`src/rtl/instr_fetch_unit_pkg.sv`:
```
// Shared types and defaults for the instruction fetch unit.
package instr_fetch_unit_pkg;
  typedef enum logic {FETCH = 1'b0, BR_WAIT = 1'b1} state_t;
  typedef enum logic [1:0] {PC_HOLD = 2'd0, PC_INC = 2'd1, PC_LOAD = 2'd2} pc_sel_t;

  localparam logic [31:0] DEF_NOP_INST = 32'h0000_0013;
  localparam logic [31:0] DEF_RESET_PC = 32'h0000_0000;

  function automatic logic [31:0] align_word(input logic [31:0] addr);
    return addr & 32'hFFFF_FFFC;
  endfunction
endpackage

```
`src/rtl/instr_fetch_unit_pc_reg.sv`:
```
// Program counter register with hold / increment / load-target select.
module pc_reg
  import instr_fetch_unit_pkg::*;
#(
  parameter logic [31:0] RESET_PC = DEF_RESET_PC
) (
  input  logic        clk,
  input  logic        rst,
  input  pc_sel_t     sel,
  input  logic [31:0] target,
  output logic [31:0] pc
);

  always_ff @(posedge clk) begin
    if (rst) begin
      pc <= RESET_PC;
    end else begin
      case (sel)
        PC_INC:  pc <= pc + 32'd4;
        PC_LOAD: pc <= target;
        default: pc <= pc;
      endcase
    end
  end

endmodule

```
`src/rtl/instr_fetch_unit.sv`:
```
// Fetch stage: drives the PC to instruction memory and fills the IF/ID register,
// inserting bubbles while a detected branch waits for resolution in EX.
module instr_fetch_unit
  import instr_fetch_unit_pkg::*;
#(
  parameter logic [31:0] RESET_PC = DEF_RESET_PC,
  parameter logic [31:0] NOP_INST = DEF_NOP_INST
) (
  input  logic        clk,
  input  logic        rst,
  input  logic        Stall,
  input  logic        Br_Dectected,
  input  logic        Br_Resolved,
  input  logic        Br_Taken,
  input  logic [31:0] Br_Target,
  output logic [31:0] Imem_Addr,
  input  logic [31:0] Imem_Data,
  output logic [31:0] Inst,
  output logic [31:0] Inst_PC,
  output logic        Inst_Valid,
  output logic [15:0] Bubble_Cnt
);

  state_t      state;
  pc_sel_t     pc_sel;
  logic [31:0] pc;
  logic        detect;

  function automatic logic [15:0] sat_inc(input logic [15:0] cnt);
    return (cnt == 16'hFFFF) ? cnt : cnt + 16'd1;
  endfunction

  // Only a real instruction in IF/ID can open a branch window.
  assign detect    = Br_Dectected && Inst_Valid;
  assign Imem_Addr = pc;

  always_comb begin
    pc_sel = PC_HOLD;
    case (state)
      FETCH:   if (!Stall && !detect) pc_sel = PC_INC;
      BR_WAIT: if (Br_Resolved && Br_Taken) pc_sel = PC_LOAD;
      default: pc_sel = PC_HOLD;
    endcase
  end

  pc_reg #(
    .RESET_PC (RESET_PC)
  ) u_pc_reg (
    .clk    (clk),
    .rst    (rst),
    .sel    (pc_sel),
    .target (align_word(Br_Target)),
    .pc     (pc)
  );

  always_ff @(posedge clk) begin
    if (rst) begin
      state      <= FETCH;
      Inst       <= NOP_INST;
      Inst_PC    <= RESET_PC;
      Inst_Valid <= 1'b0;
      Bubble_Cnt <= 16'd0;
    end else begin
      case (state)
        FETCH: begin
          if (Stall) begin
            state <= FETCH;
          end else if (detect) begin
            Inst       <= NOP_INST;
            Inst_Valid <= 1'b0;
            Bubble_Cnt <= sat_inc(Bubble_Cnt);
            state      <= BR_WAIT;
          end else begin
            Inst       <= Imem_Data;
            Inst_PC    <= pc;
            Inst_Valid <= 1'b1;
          end
        end
        BR_WAIT: begin
          Inst       <= NOP_INST;
          Inst_Valid <= 1'b0;
          Bubble_Cnt <= sat_inc(Bubble_Cnt);
          if (Br_Resolved) state <= FETCH;
        end
        default: state <= FETCH;
      endcase
    end
  end

endmodule
```
`config.mk`:
```
export PLATFORM = sky130hd
export DESIGN_NAME = instr_fetch_unit
export DESIGN_NICKNAME = d
export VERILOG_FILES = /design/src/rtl/instr_fetch_unit_pkg.sv /design/src/rtl/instr_fetch_unit_pc_reg.sv /design/src/rtl/instr_fetch_unit.sv
export SDC_FILE = /design/constraint.sdc
export NUM_CORES = 1
export LEC_CHECK = 0
export ABC_AREA = 1
export CORE_MARGIN = 5
export CORE_UTILIZATION = 47
export CTS_CLUSTER_DIAMETER = 30
export DETAILED_ROUTE_END_ITERATION = 16
export HOLD_SLACK_MARGIN = 0.05
export PLACE_DENSITY_LB_ADDON = 0.2
export SETUP_SLACK_MARGIN = 0.3
export SYNTH_ARGS = -nofsm -noshare
export SYNTH_HDL_FRONTEND = slang
export SYNTH_HIERARCHICAL = 1
export SYNTH_SLANG_ARGS = --single-unit
export TNS_END_PERCENT = 20
```
`constraint.sdc`:
```
create_clock -name clk -period 3 [get_ports clk]
set_clock_uncertainty 0.2 [all_clocks]
set_input_delay 0.45 -clock clk [delete_from_list [all_inputs] [get_ports clk]]
set_output_delay 0.45 -clock clk [all_outputs]
set_load 0.02 [all_outputs]
```
==> flow_metrics.env <==
export IMPL_overflow=0
export IMPL_p_comb_frac=0.128
export IMPL_dpl_cell_area_sq_mm=0.00761
export IMPL_min_period_over_period=0.750
export IMPL_intPower_mw=3.31
export IMPL_grt_usage=0.234
export IMPL_r2r_start="Bubble_Cnt[0]"
export IMPL_cp_slowest_cell="clkdlybuf4s50_1"
export IMPL_multiInputGateArea_sq_mm=0.00298
export IMPL_synth_top_family_by_area="simple AND/OR/NAND/NOR gates"
export IMPL_path_cells="clkdlybuf4s50_1"
export IMPL_final_hold_viol_count=0
export IMPL_synthesis_area_sq_mm=0.00570
export IMPL_grt_pass1_vias=5615
export IMPL_synth_seq_area_share=0.400
export IMPL_ys_types=32
export IMPL_synth_cells=855
export IMPL_syn_to_final_growth_pct=44.7
export IMPL_min_path_cells=2
export IMPL_core_area_sq_mm=0.0120
export IMPL_fin_area_sq_mm=0.00825
export IMPL_cp_data_arrival_time_ps=1600
export IMPL_ctsHtreeMaxLevel=4
export IMPL_period_minus_slack_ps=2250
export IMPL_dp_hpwl_mm=11.9
export IMPL_drive_gt1_frac=0.108
export IMPL_cts_root_buffer="clkbuf_16"
export IMPL_die_h_um=120
export IMPL_tritoncts="done"
export IMPL_die_area_sq_mm=0.0144
export IMPL_wl_per_cell_um=14.0
export IMPL_final_setup_viol_count=0
export IMPL_ff2ff_setup_slack_ps=890
export IMPL_hold_path_end="u_pc_reg/pc[4]"
export IMPL_slowest_delay_ps=680
export IMPL_drt_wl_total_mm=16.7
export IMPL_cp_max_fo=7
export IMPL_timing_hold_ws_ps=201
export IMPL_core_rowCount=40
export IMPL_antenna_found_initial=0
export IMPL_synth_xor_area_share=0.00154
export IMPL_power_frac_clock=0.498
export IMPL_vdd_drop_max_uv=298
export IMPL_crit_buf_inv=1
export IMPL_slew_violations=0
export IMPL_routed_via_density=4.98
export IMPL_ys_flop_type="dfxtp_1"
export IMPL_numClockSinks=114
export IMPL_drtIter0Drc=520
export IMPL_clkTransAtPathRegs_ps=50
export IMPL_synth_mux_area_frac=0
export IMPL_final_nets=1101
export IMPL_start_util=0.477
export IMPL_drv_cap=0
export IMPL_worstRegToRegCells=10
export IMPL_rsz0062_at_grt="no"
export IMPL_grt_pass1_wl_mm=27.3
export IMPL_synthSimpleGateAreaFrac=0.379
export IMPL_clock_path_buffers=2
export IMPL_cts_resized=0
export IMPL_numPortBuffers=180
export IMPL_regArea_sq_mm=0.00228
export IMPL_max_freq_mhz=444
export IMPL_clock_latency_ps=410
export IMPL_synth_fa_ha_area_frac=0.00658
export IMPL_critPathLaunchType="flip-flop"
export IMPL_netSwitchingPower_mw=1.02
export IMPL_path_delay_family="buffers and inverters"
export IMPL_critPathCaptureType="primary output"
export IMPL_pwr_share_seq=0.374
export IMPL_power_mw=4.33
export IMPL_fp_dieW_um=120
export IMPL_fin_cells=1188
export IMPL_placed_cells=1156
export IMPL_min_from="rst"
export IMPL_synth_edf_count=0
export IMPL_synthArstFlopShare=0
export IMPL_drtAntennaViolNets=0
export IMPL_antenna_cells=0
export IMPL_status="finished clean"
export IMPL_first_pass_iters=5
export IMPL_synth_seq_cells=114
export IMPL_post_route_drc_count=0
export IMPL_crit_type="reg -> out"
export IMPL_grt_max_degree=62
export IMPL_hold_path_class="in -> reg"
export IMPL_synth_area_per_cell_sq_um=6.67
export IMPL_tns_ps=0
export IMPL_swShare=0.235
export IMPL_fillCellCount=1045
export IMPL_p_per_area_mw_per_mm2=525
export IMPL_p_leak_nw=3.24
export IMPL_r2r_end="Bubble_Cnt[3]"
export IMPL_globalplace_congestion=0.916
export IMPL_synth_compound_area_share=0.134
export IMPL_slew_limit_headroom=0.575
export IMPL_worst_pin_slew_ps=637
export IMPL_ctsHoldBuffers=0
export IMPL_crit_cells=1
export IMPL_post_cts_buffers=0
export IMPL_yosysWarnings=6
export IMPL_worst_ep_required_time_ps=2350
export IMPL_numCtsBuffers=17
export IMPL_io_pins=183
export IMPL_vias=5914
-- cell usage in the layout (no fill, tap or decap), types with 2 or more instances in the layout --
cell	n
clkbuf_1	2
conb_1	2
o21ai_1	5
a211oi_1	6
o21a_1	2
nand2_4	2
nand2_2	14
nand3_2	9
a21oi_1	62
inv_2	5
nor2_8	3
bufinv_16	4
or2_2	3
o21ai_0	45
clkdlybuf4s50_1	179
o22ai_1	6
nor2_2	11
inv_1	62
clkinv_2	3
clkbuf_8	4
a21oi_2	11
nor2_1	166
clkbuf_16	17
dfxtp_1	114
buf_4	13
ha_1	3
nor2_4	9
nand4_1	2
nand2_1	226
nand3_1	43
-- cell families (layout without fill, tap and decap cells) --
group	Yosys count	in the layout
AO/OA/AOI/OAI	138	138
other	1	2
adder cells (fa/ha/maj)	3	3
buffers and inverters	108	293
AND/OR/NAND/NOR	490	490
XOR/XNOR	1	1
flip-flops	114	114
-- synth_stat cells, types with 2 or more instances --
library cell,count,share of area
nand2_4,2,0.0039
a21oi_2,11,0.017
nand3_1,43,0.038
clkbuf_1,23,0.015
nand3_2,9,0.016
inv_1,62,0.041
o21ai_1,5,0.0044
nand2_1,226,0.15
nor2_1,166,0.11
nor2_2,11,0.012
or2_2,3,0.0033
buf_2,15,0.013
inv_2,5,0.0033
nand2_2,14,0.015
o21a_1,2,0.0026
ha_1,3,0.0066
dfxtp_1,114,0.40
a211oi_1,6,0.0079
nor2_8,3,0.011
o22ai_1,6,0.0066
o21ai_0,45,0.040
a21oi_1,62,0.054
nand4_1,2,0.0022
nor2_4,9,0.018
-- power groups by stage --
stage,registers [mW],logic (mW),clock network (mW)
global route,1.63,0.605,2.27
CTS,1.62,0.558,2.19
finish,1.62,0.555,2.15
global placement,1.65,0.549,0
floorplan,1.73,0.202,0
detailed placement,1.65,0.555,0
-- how the worst max path moves through the flow --
stage / startpoint / to
6_report: u_pc_reg/pc[28] / Imem_Addr[28]
4_1_cts: u_pc_reg/pc[28] / Imem_Addr[28]
3_3_place_gp: Stall / u_pc_reg/pc[5]
3_5_place_dp: Stall / u_pc_reg/pc[4]
2_1_floorplan: Stall / u_pc_reg/pc[6]
5_1_grt: Stall / u_pc_reg/pc[6]
-- routing by layer --
metal | track usage | vias to the layer above | wire, um | share of wire
met5 | 0 | - | 0 | 0
met2 | 0.379 | 219 | 7680 | 0.46
met3 | 0.0603 | 22 | 1260 | 0.075
li1 | - | 3054 | - | -
met1 | 0.303 | 2619 | 7480 | 0.45
met4 | 0.0766 | 0 | 244 | 0.015
-- metrics by stage --
step / setup slack [ps] / util
floorplan: 671 / -
global placement: 429 / 0.636
detailed placement: 416 / 0.636
CTS: 757 / 0.690
global route: 560 / 0.690
finish: 749 / 0.690
-- area by class of cell --
cell class                 count  share of cell area
clock inverter                 9              0.0184
clock buffer                  23              0.0592
timing repair buffer         194               0.232
inverter                      67              0.0305
sequential                   114               0.277
multi-input combinational    634               0.361
tap                          147              0.0223
No activity file was read; power rests on OpenSTA's default activity.
